===== src/rtl/serial_subtractor.sv =====
// Bit-serial subtractor: diff = a - b - bin, one bit per clock LSB first,
// using a single full-subtractor cell and one borrow flop.
module serial_subtractor #(
    parameter int WIDTH = 4
) (
    input  logic             clk,
    input  logic             rst,
    input  logic             start,
    input  logic [WIDTH-1:0] a,
    input  logic [WIDTH-1:0] b,
    input  logic             bin,
    output logic             busy,
    output logic             done,
    output logic [WIDTH-1:0] diff,
    output logic             bout,
    output logic             ovf
);

    localparam int CW = $clog2(WIDTH) + 1;

    typedef enum logic [1:0] {
        IDLE,
        RUN,
        DONE
    } state_t;

    state_t           state;
    state_t           state_next;
    logic [WIDTH-1:0] areg;
    logic [WIDTH-1:0] breg;
    logic [WIDTH-1:0] res;
    logic             br;
    logic [CW-1:0]    cnt;
    logic             accept;
    logic             last_bit;
    logic             d;
    logic             br_next;

    // Next-state decode and the single full-subtractor cell
    always_comb begin
        state_next = state;
        accept     = 1'b0;
        last_bit   = (cnt == CW'(WIDTH - 1));
        d          = areg[0] ^ breg[0] ^ br;
        br_next    = (~areg[0] & breg[0]) | (~(areg[0] ^ breg[0]) & br);
        case (state)
            IDLE: begin
                if (start) begin
                    accept     = 1'b1;
                    state_next = RUN;
                end
            end
            RUN: begin
                if (last_bit) begin
                    state_next = DONE;
                end
            end
            DONE: begin
                if (start) begin
                    accept     = 1'b1;
                    state_next = RUN;
                end else begin
                    state_next = IDLE;
                end
            end
            default: state_next = IDLE;
        endcase
    end

    always_ff @(posedge clk or posedge rst) begin
        if (rst) begin
            state <= IDLE;
        end else begin
            state <= state_next;
        end
    end

    // On the last bit the operand registers have shifted WIDTH-1 times, so
    // areg[0]/breg[0] hold the original sign bits used for overflow.
    always_ff @(posedge clk or posedge rst) begin
        if (rst) begin
            areg <= '0;
            breg <= '0;
            res  <= '0;
            br   <= 1'b0;
            cnt  <= '0;
            diff <= '0;
            bout <= 1'b0;
            ovf  <= 1'b0;
        end else if (accept) begin
            areg <= a;
            breg <= b;
            br   <= bin;
            cnt  <= '0;
        end else if (state == RUN) begin
            areg <= areg >> 1;
            breg <= breg >> 1;
            br   <= br_next;
            res  <= {d, res[WIDTH-1:1]};
            cnt  <= cnt + CW'(1);
            if (last_bit) begin
                diff <= {d, res[WIDTH-1:1]};
                bout <= br_next;
                ovf  <= (areg[0] != breg[0]) && (d != areg[0]);
            end
        end
    end

    assign busy = (state == RUN);
    assign done = (state == DONE);

endmodule

===== config.mk =====
export PLATFORM = sky130hd
export DESIGN_NAME = serial_subtractor
export DESIGN_NICKNAME = d
export VERILOG_FILES = /design/src/rtl/serial_subtractor.sv
export SDC_FILE = /design/constraint.sdc
export NUM_CORES = 1
export LEC_CHECK = 0
export ABC_AREA = 1
export BUFFER_PORTS_ARGS = -buffer_cell sky130_fd_sc_hd__buf_2
export CORE_UTILIZATION = 57
export CTS_CLUSTER_SIZE = 30
export DETAILED_ROUTE_END_ITERATION = 10
export PLACE_DENSITY = 0.81
export SETUP_SLACK_MARGIN = 0.5
export SYNTH_ARGS = -nofsm -noshare
export SYNTH_HDL_FRONTEND = slang
export SYNTH_SLANG_ARGS = --single-unit
export TNS_END_PERCENT = 30

===== constraint.sdc =====
create_clock -name clk -period 3.5 [get_ports clk]
set_clock_uncertainty 0.15 [all_clocks]
set_input_delay 0 -clock clk [delete_from_list [all_inputs] [get_ports clk]]
set_output_delay 0 -clock clk [all_outputs]
set_load 0.03 [all_outputs]

# After elaboration in Yosys (flattened, before gate mapping)
# Index checks and enable logic that the tools add are counted.
[classes]
add_sub_neg = 1
eq_ne = 7
n_mux = 14
n_bitwise = 8
reduce_logical = 7
[ops]
columns = ["operator", "count"]
rows = [
  ["2-to-1 mux 4 bit", 4],
  ["2-to-1 mux 3 bit", 2],
  ["one-hot mux 2 bit (3 select lines)", 1],
  ["2-to-1 mux 1 bit", 5],
  ["2-to-1 mux 2 bit", 2],
  ["AND reduction 2 bit", 2],
  ["adder 3 x 1 -> 3 bit, second input constant", 1],
  ["equality test 3 x 2 -> 1 bit, second input constant", 1],
  ["NOT 1 bit", 3],
  ["AND reduction 3 bit", 1],
  ["AND 1 bit", 2],
  ["equality test 2 x 1 -> 1 bit, second input constant", 1],
  ["equality test 2 bit, second input constant", 1],
  ["logical NOT 2 bit", 1],
  ["!= test 1 bit", 2],
  ["!= test 2 x 1 -> 1 bit, second input constant", 1],
  ["!= test 2 bit, second input constant", 1],
  ["nonzero test 2 bit", 1],
  ["OR reduction 2 bit", 1],
  ["bitwise XOR 1 bit", 2],
  ["logical AND 1 bit", 1],
  ["bitwise OR 1 bit", 1],
]
[word_totals]
regBits = 24
in_bits = 12
output_inout_bits = 8
wordCells = 46

# Longest topological paths before layout
[depth]
word_depth = 6
mapped_depth = 6

# Worst setup path after synthesis
# No wires, ideal clock.
[synth_path]
kind = "flip-flop to flip-flop"
startpoint = "register areg[0]"
endpoint = "register ovf"
t_arrival_ns = 1.287
slack_ns = 1.998
path_stages_with_launch = 7
n_path_buf = 0
cell_sequence = "dfrtp_1 > inv_1 > fa_1 > inv_1 > a21oi_1 > nand3_1 > nand2_1"
[synth_via]
elab_chain_cells = 4
[synth_lines]
columns = ["element", "line_no", "text"]
rows = [
  ["from (decl)", "29", "logic [WIDTH-1:0] areg;"],
  ["from (signal assigned)", "96", "areg <= areg >> 1;"],
  ["bitwise XOR 1 bit (2 in a row)", "44", "d = areg[0] ^ breg[0] ^ br;"],
  ["!= test 1 bit", "104", "ovf <= (areg[0] != breg[0]) && (d != areg[0]);"],
  ["logical AND 1 bit *", "104", ""],
  ["to (signal assigned)", "104", ""],
  ["to (decl)", "16", "output logic ovf"],
]
# Every way passes the cells marked *; elsewhere a longest branch is shown, timed or not.
# A chain may end at the register's enable or synchronous reset.

# Worst setup path after layout
[layout_path]
startpoint = "register state[0]"
endpoint = "register areg[3]"
[layout_via]
elab_chain_cells = 4
[layout_lines]
columns = ["element", "line_no", "text"]
rows = [
  ["from (decl)", "27", "state_t state;"],
  ["from (signal assigned)", "74", "state <= state_next;"],
  ["equality test 2 bit / logical NOT 2 bit (equally long branches)", "46", "case (state)"],
  ["OR reduction 2 bit (no line)", "n/a", ""],
  ["2-to-1 mux 1 bit", "n/a", ""],
  ["2-to-1 mux 4 bit / nonzero test 2 bit (equally long branches)", "n/a", ""],
]
# Parallel ways exist; a longest one is shown, timed or not.

==> metrics <==
total routed wirelength ~2.0 mm; Async SR Flop Fraction 100%; global-route wire length before repair approximately 3.6 mm; Placement Setup Slack 1850 ps; Final setup violation count 0; Pleak about 0.77 nW; Arr. time, crit path approximately 2400 ps; Max transition margin between 40 and 50%; Setup crit end kind flop; DRC marker count from the first detailed-route iteration 20; met2 Use GR 44.0%; Critical Path RT ~3600 ps; wire per inst about 11 µm; CP most frequent cell dlygate4sd3_1; via count ~900; Max Cap Violations 0; fmax between 0.4 and 0.5 GHz; HPWL after DPL between 1 and 1.5 mm; gr ovfl total 0; critical path, cell by cell nor2_2 -> nand2_1 -> dlygate4sd3_1 -> o21ai_0 -> dlygate4sd3_1; synthesized area ~1100 µm²; # H-tree levels 1; top cell type's share of synthesized area a little over half; Layout fillers around 140; Die W between 40 and 50 µm; PortBufs 19; M3 GR Usage roughly 4.4%; setup TNS 0 ps; cell count after synthesis approximately 130; fin crit share between 60 and 70%; die area 2080 µm²; Critical Path Max Stage Delay around 570 ps; clock sink count 23; largest net degree at the start of global routing 24; clock slew at reported path FFs between 100 and 150 ps; minimum clock period 2290 ps; YS warnings 0; critical path class reg -> reg; register area between 500 and 600 µm²; chip height approximately 46 µm; I/O pin count 20; met1 usage between 20% and 30%; Initial DRT Pass Iterations 4; clk_lat worst skew ~310 ps; outcome finished clean; NumNets Final ~180; Cell Count, Final, Fillers Out 187; VDD IR max approximately 0.62 mV; vias in the first global route 883; final hold violation count 0; Post-synth EDFFs 0; syn_nets 141; Commonest cells post-synth nand2_1 (55), dfrtp_1 (23), inv_1 (17); #FFs+latches synth 23; hold slack final 270 ps; vias per cell between 4 and 5; top_reg_cell synth dfrtp_1; Routed Antenna Nets 0; initial antenna violation count 0; diode count 0; Final Instance Area roughly 1400 µm²; area of the multi-input gates approximately 430 µm²; RSZ-0062 raised after global routing false; leading area contributor after synthesis dfrtp_1; Num CTS Buffers 3; Crit Path Max Fanout 9; Remaining DRCs 0; num rows 15; gr busiest metal met2; share of cells above drive strength 1 between 20% and 30%; setup ws final roughly 1200 ps; worst-case clock buffer depth 2; Core Region between 1500 and 2000 µm²; Initial Util slightly above 60%; most frequent cell after synthesis nand2_1; fin. max-slew vios 0; Worst path slowest cell dlygate4sd3_1; number of gates resized after cts 0; TritonCTS clock tree built; RePlAce Congestion 0.786; Placed Instances between 150 and 200; Placement Cell Area between 1000 and 1500 µm²; Critical Path Source Type flop; worst-margin pin slew approximately 830 ps; post-synthesis sequential area ratio 53.1%; Global Route Usage Sum about 24%; Power Density 877 nW/µm²; average cell area after synthesis between 8 and 9 µm²; Area Overhead vs Synth 27.1%; ranking of synthesized cells by area dfrtp_1 (53%), nand2_1 (19%), inv_1 (5.9%); CTS Root Cell clkbuf_4; Netlist cell types 16; Min-Delay Path Class in -> async
## critical path, delay by kind of cell, from the launching register on
kind / cells / cell delay [ps]
AND/OR/NAND/NOR: 2 / 400
flip-flops: 1 / 470
buffers and inverters: 2 / 1130
AO/OA/AOI/OAI: 1 / 80
## cell usage in the layout, fill, tap and decap left out
master	synthesis	layout
buf_2	0	19
nand3_1	3	3
ha_1	3	3
a21oi_1	2	2
dlygate4sd3_1	0	14
o21ai_2	3	3
nand2_4	4	4
nand2_1	55	55
clkinv_2	0	1
inv_2	2	2
inv_1	17	17
o22ai_1	1	1
inv_4	1	1
clkbuf_4	0	3
nor2_8	1	1
fa_1	1	1
dfrtp_1	23	23
nor2_1	2	2
o21ai_0	5	5
nor2_2	2	2
## cell type report
| class | instances | area share, % |
|---|---|---|
| timing repair buffer | 33 | 17.1 |
| tap | 25 | 2.27 |
| inverter | 20 | 5.63 |
| clock buffer | 3 | 1.63 |
| clock inverter | 1 | 0.363 |
| sequential | 23 | 41.7 |
| multi-input combinational | 82 | 31.3 |
## final timing paths
check | end | cells past startpoint | startpoint | slack [ps]
max | areg[3] | 5 | state[0] | 1210
min | diff[3] | 3 | rst | 270
max reg2reg | areg[3] | 5 | state[0] | 1210
min reg2reg | cnt[0] | 1 | cnt[0] | 340
max in group asynchronous | breg[2] | 3 | rst | 2410
min in group clk | cnt[0] | 1 | cnt[0] | 340
## flip-flops by register name (all words and copies together) (netlist names)
signal and cells:
cnt 3, state 2, br 1, res 3, diff 4, ovf 1, areg 4, breg 4
bout 1
## stage by stage
step | total power [mW] | util (%)
6_report | 1.21 | 78.2
5_1_grt | 1.32 | 78.2
4_1_cts | 1.22 | 78.2
3_5_place_dp | 1.08 | 68.7
3_3_place_gp | 1.04 | 68.7
2_1_floorplan | 0.930 | -
## routing by layer
layer  part of all wire (%)  wire length [µm]
met1                     41               837
met2                     55              1120
met5                      0                 0
met4                   0.98                20
met3                    2.9                59
## where the power goes
part	internal, mW	switching, mW	total, mW
sequential	0.388	0.0787	0.466
clock	0.0426	0.0790	0.122
combinational	0.219	0.402	0.621
total	0.650	0.559	1.21
## logic make-up after synthesis
group,count (synthesis),synth area share (%)
flops,23,53.1
fa+ha+maj,4,5.31
compound gates,11,6.23
simple gates,67,28.3
buf+inv,20,7.15
## repair_timing
item / CTS / global route
hold endpoints to repair: 35 / 0
setup buffers: 0 / 0
hold buffers: 14 / 0
(Power assumes the default switching activity.)
